File: config.mk
export PLATFORM = sky130hd
export DESIGN_NAME = vga_bram_scheduler
export DESIGN_NICKNAME = d
export VERILOG_FILES = /design/src/rtl/vga_bram_scheduler_pkg.sv /design/src/rtl/vga_bram_scheduler.sv
export SDC_FILE = /design/constraint.sdc
export NUM_CORES = 1
export LEC_CHECK = 0
export ABC_AREA = 1
export CAP_MARGIN = 20
export CORE_MARGIN = 5
export CORE_UTILIZATION = 46
export DETAILED_ROUTE_END_ITERATION = 10
export PLACE_DENSITY = 0.84
export SLEW_MARGIN = 20
export SYNTH_ARGS = -nofsm -noshare
export SYNTH_HDL_FRONTEND = slang
export SYNTH_SLANG_ARGS = --single-unit
File: constraint.sdc
create_clock -name VGA_CLK -period 1.9 [get_ports VGA_CLK]
set_clock_uncertainty 0.2 [all_clocks]
set_input_delay 0.285 -clock VGA_CLK [delete_from_list [all_inputs] [get_ports VGA_CLK]]
set_output_delay 0.285 -clock VGA_CLK [all_outputs]
set_load 0.1 [all_outputs]
File: src/rtl/vga_bram_scheduler_pkg.sv
// Shared VGA timing constants and frame-buffer sizing for the BRAM scheduler.
package vga_bram_scheduler_pkg;

  localparam int unsigned H_ACT   = 640;
  localparam int unsigned V_ACT   = 480;
  localparam int unsigned H_TOTAL = 800;
  localparam int unsigned P_WIDTH = 96;
  localparam int unsigned FB_SIZE = H_ACT * V_ACT;
  localparam int unsigned FB_AW   = 19;

  typedef enum logic {
    ST_IDLE,
    ST_GAP
  } host_state_t;

endpackage

File: src/rtl/vga_bram_scheduler.sv
// Single-port frame-buffer arbiter: raster fetch always wins, host gets one
// access per two cycles during blanking, with a sticky starvation flag.
module vga_bram_scheduler
  import vga_bram_scheduler_pkg::*;
#(
  parameter int unsigned DATA_W     = 8,
  parameter int unsigned ADDR_W     = FB_AW,
  parameter int unsigned STARVE_LIM = 1024,
  parameter int unsigned FB_DEPTH   = FB_SIZE
) (
  input  logic              VGA_CLK,
  input  logic              RST_N,
  input  logic              valid,
  input  logic              VGA_VS,
  input  logic              host_req,
  input  logic              host_we,
  input  logic [ADDR_W-1:0] host_addr,
  input  logic [DATA_W-1:0] host_wdata,
  output logic              host_ack,
  output logic [DATA_W-1:0] host_rdata,
  output logic              host_rvalid,
  output logic              bram_en,
  output logic              bram_we,
  output logic [ADDR_W-1:0] bram_addr,
  output logic [DATA_W-1:0] bram_din,
  input  logic [DATA_W-1:0] bram_dout,
  output logic              pix_valid,
  output logic [DATA_W-1:0] pix_data,
  output logic              starve_err
);

  localparam int unsigned CNT_W = $clog2(STARVE_LIM + 1);

  host_state_t       state, next_state;
  logic [ADDR_W-1:0] vaddr;
  logic [CNT_W-1:0]  wait_cnt;
  logic              raster_tag;
  logic              host_rd_tag;
  logic              raster_go;
  logic              grant;

  // The port mux is gated by reset so a held request cannot leak through
  // while the block is being reset.
  assign raster_go = RST_N & valid;
  assign grant     = RST_N & ~valid & host_req & (state == ST_IDLE);

  always_comb begin
    bram_en    = 1'b0;
    bram_we    = 1'b0;
    bram_addr  = '0;
    bram_din   = '0;
    host_ack   = 1'b0;
    next_state = state;
    if (raster_go) begin
      bram_en   = 1'b1;
      bram_addr = vaddr;
    end else if (grant) begin
      bram_en   = 1'b1;
      bram_we   = host_we;
      bram_addr = host_addr;
      bram_din  = host_wdata;
      host_ack  = 1'b1;
    end
    case (state)
      ST_IDLE: if (grant) next_state = ST_GAP;
      ST_GAP:  next_state = ST_IDLE;
      default: next_state = ST_IDLE;
    endcase
  end

  always_ff @(posedge VGA_CLK or negedge RST_N) begin
    if (!RST_N) state <= ST_IDLE;
    else        state <= next_state;
  end

  always_ff @(posedge VGA_CLK or negedge RST_N) begin
    if (!RST_N) begin
      vaddr <= '0;
    end else if (!VGA_VS) begin
      vaddr <= '0;
    end else if (valid) begin
      if (vaddr == ADDR_W'(FB_DEPTH - 1)) vaddr <= '0;
      else                                vaddr <= vaddr + 1'b1;
    end
  end

  // Each pipe carries a 1-bit tag for the cycle it issued, so a host read
  // and a raster read in adjacent cycles each pick up their own BRAM word.
  always_ff @(posedge VGA_CLK or negedge RST_N) begin
    if (!RST_N) begin
      raster_tag  <= 1'b0;
      host_rd_tag <= 1'b0;
      pix_valid   <= 1'b0;
      pix_data    <= '0;
      host_rvalid <= 1'b0;
      host_rdata  <= '0;
    end else begin
      raster_tag  <= raster_go;
      host_rd_tag <= host_ack & ~host_we;
      pix_valid   <= raster_tag;
      pix_data    <= raster_tag ? bram_dout : '0;
      host_rvalid <= host_rd_tag;
      if (host_rd_tag) host_rdata <= bram_dout;
    end
  end

  always_ff @(posedge VGA_CLK or negedge RST_N) begin
    if (!RST_N) begin
      wait_cnt   <= '0;
      starve_err <= 1'b0;
    end else begin
      if (!host_req || host_ack)               wait_cnt <= '0;
      else if (wait_cnt != CNT_W'(STARVE_LIM)) wait_cnt <= wait_cnt + 1'b1;
      if (wait_cnt == CNT_W'(STARVE_LIM))      starve_err <= 1'b1;
    end
  end

endmodule

==> out/summary.txt, run 1 <==
WP data arrival - 1.61 ns
Hold Crit Class - in2reg
failing checks - setup timing
Peak VDD IR - 599.1 uV
CTS tree - yes
Startpoint Class - flip-flop
vias in the first global route - 2930
Final Cell Area - 4946 sq um
synthesized area - 2781 sq um
Cell variety after synth - 27
I/O pin count - 90
Synth area leaders - dfrtp_1, nand2_1, inv_1
hpwl dp - 6.372 mm
Highest Clock Rate - 0.4768 GHz
cell taking the most area after synthesis - dfrtp_1
Cell Chain, Critical Path - nor3_4 > buf_4 > buf_8 > nand2_2 > o21ai_2 > buf_12
Hold Path Depth - 4
Yosys top cell area share - 46.78%
Min Hold Slack - 0.1696 ns
initial antenna violation count - 0
max-slew violation count - 0
via count - 2992
part of the Yosys area used for sequential elements - 46.78%
ANT nets after route - 0
Synth Area in XOR/XNOR - 2.834%
Critical Path RT - 1.41 ns
Worst path top cell family by delay - buffers and inverters
Clock Pin Slew Worst Setup and Hold Paths - 0.10 ns
largest net degree at the start of global routing - 39
area of the multi-input gates - 1560 sq um
placed standard-cell area - 4508 sq um
Final Hold Fails - 0
Synth Area in Simple Gates - 29.51%
clock sink total - 52
number of CTS-inserted buffers - 5
Period minus WS final - 2.097 ns
Reg2Reg Depth - 9
first-pass GRT wire length - 14.83 mm
Pre-Repair DR Iteration Count - 4
Final WS setup - -0.1972 ns
Register Area - 1301 sq um
Max clock buf depth - 2
flops & latches, synth - 52
die height - 87.76 microns
outcome - finished, violations left
Setup crit end kind - output port
worst slew pin tran - 0.4808 ns
Avg Inst Size Synth - 7.662 sq um
crit share post-route - 110.4%
post-DR vias/cell - 5.381
max incr delay on CP - 0.42 ns
Layout area overhead - 77.82%
Post-Synth Adder-Cell Area - 1.350%
layout cell share with drive strength beyond 1 - 33.33%
H-Tree Depth - 2
Mapped Cells - 363
Remaining Overflow, GRT - 0
DRC Markers - 0
pwr/cell area - 631.8 nW/um^2
Final Util - 84.03%
root buffer cell - clkbuf_8
Core ar. - 5886 sq um
crit path kind - reg2out
# rows - 28
IO buf count - 89
routed len/inst - 17.51 microns
GRT Resource Usage Total - 25.33%
drt total wl - 9.734 mm
max cap viols - 0
Yosys warning count - 0
CP max stage cell - dfrtp_1
GPL Wtd Cong - 0.8983
total leakage power - 0.002279 uW
Clock Latency Late Sink - 0.33 ns
fin nets - 523
Die W - 87.76 microns
main combinational cell family by area after synthesis - simple AND/OR/NAND/NOR gates
Worst path depth - 6
Die ar. - 7702 sq um
syn nets - 407
final-layout fill cell count - 300
Pwr Total - 3125 uW
Synth Area in Compound Gates - 6.703%
count of final setup violators - 31
critical path peak fanout - 6
mux share of post-synthesis cell area - 3.239%
Max transition margin - 67.95%
initial cell density of the core - 47.26%
dpl ws - -0.3493 ns
RSZ-0062 raised after global routing - true
CP bufs+invs - 3
starting DRC count in detailed routing - 196
state kept, by name, summed over array words and instances, names as in the netlist:
name and cells:
raster_tag 1, host_rdata 8, starve_err 1, pix_valid 1, state 1, vaddr 19
pix_data 8, host_rvalid 1, wait_cnt 11, host_rd_tag 1
per-layer routing:
| layer | vias up | wire length (microns) | track usage, % |
|---|---|---|---|
| met1 | 1457 | 3617 | 29.05 |
| li1 | 1364 | - | - |
| met5 | - | 0 | 0 |
| met4 | 0 | 269 | 8.926 |
| met2 | 149 | 5237 | 47.26 |
| met3 | 22 | 609 | 4.045 |
through the flow:
stage / TNS [ns] / cells
after global placement: -7.335 / 534
after CTS: -4.678 / 551
after global routing: -6.845 / 555
after floorplan: -5.610 / 363
after detailed placement: -10.98 / 534
final: -4.930 / 556
worst register-to-register path: cells and delay by family, from the launching register on:
kind / cells / cell delay, ns
AOI/OAI and AO/OA: 1 / 0.09
DFF: 1 / 0.40
and+or+nand+nor: 4 / 0.52
buffers and inverters: 4 / 0.57
synthesized netlist by cell type (all sizes together):
| cell type | n |
|---|---|
| xor2 | 9 |
| nand3b | 1 |
| nand3 | 23 |
| a31oi | 1 |
| nand4 | 7 |
| or2 | 3 |
| nor2 | 53 |
| ha | 3 |
| nand2 | 90 |
| buf | 4 |
| nor4 | 1 |
| mux2 | 8 |
| clkbuf | 5 |
| a21oi | 4 |
| dfrtp | 52 |
| inv | 59 |
| nor3 | 8 |
| o21ai | 32 |
what timing repair did:
action / in CTS / in global routing
hold endpoints to repair: 52 / 0
pin swaps: 4 / 3
cloned: 1 / 1
hold buffers: 1 / 0
resized for setup: 46 / 20
endpoints found under the setup margin: 30 / 46
buffers inserted: 7 / 5
final timing paths:
path	from	to	slack, ns
hold reg to reg	state	state	0.29
setup / recovery	state	bram_addr[1]	-0.20
min in group asynchronous	RST_N	vaddr[8]	0.44
max in group asynchronous	RST_N	vaddr[5]	0.61
hold / removal	RST_N	state	0.17
setup reg to reg	state	wait_cnt[0]	-0.01
layout by cell type (no fill, tap or decap), types with 8 or more instances in the layout:
cell type and count:
dfrtp_1 52, clkdlybuf4s50_1 37, nor2_4 12, o21ai_2 9, buf_4 19, o21ai_0 10, nor2_1 39, buf_12 53
nand2_1 73, o21ai_4 10, inv_1 54, xor2_1 9, mux2_2 8, nand2_4 12, nand3_1 19
cells by family after synthesis:
group,count (synthesis)
adder cells (fa/ha/maj),3
flip-flops,52
AO/OA/AOI/OAI,37
buffers and inverters,68
multiplexers,8
XOR/XNOR,9
AND/OR/NAND/NOR,186
area by class of cell:
class / instances / area share [%]
diodes: 1 / 0.05059
inverters: 59 / 4.579
multi-input cells: 244 / 31.55
clock inverters: 3 / 0.4301
clock buffers: 5 / 1.391
repair buffers: 117 / 33.80
well taps: 75 / 1.897
flip-flops and latches: 52 / 26.31
power breakdown:
part,internal [uW],switching (uW)
Sequential,1170,68.5
Clock,263,419
Combinational,458,748
Total,1890,1240
Power figures use the tool's default switching activity.
==> run 2, diff against run 1 <==
--- a/config.mk
+++ b/config.mk
@@ -6,6 +6,7 @@
 export NUM_CORES = 1
 export LEC_CHECK = 0
 export ABC_AREA = 1
+export ABC_CLOCK_PERIOD_IN_PS = 1900
 export CAP_MARGIN = 20
 export CORE_MARGIN = 5
 export CORE_UTILIZATION = 46
==> results of run 2 <==
No change in the layout: final DEF, timing and power equal those of run 1.
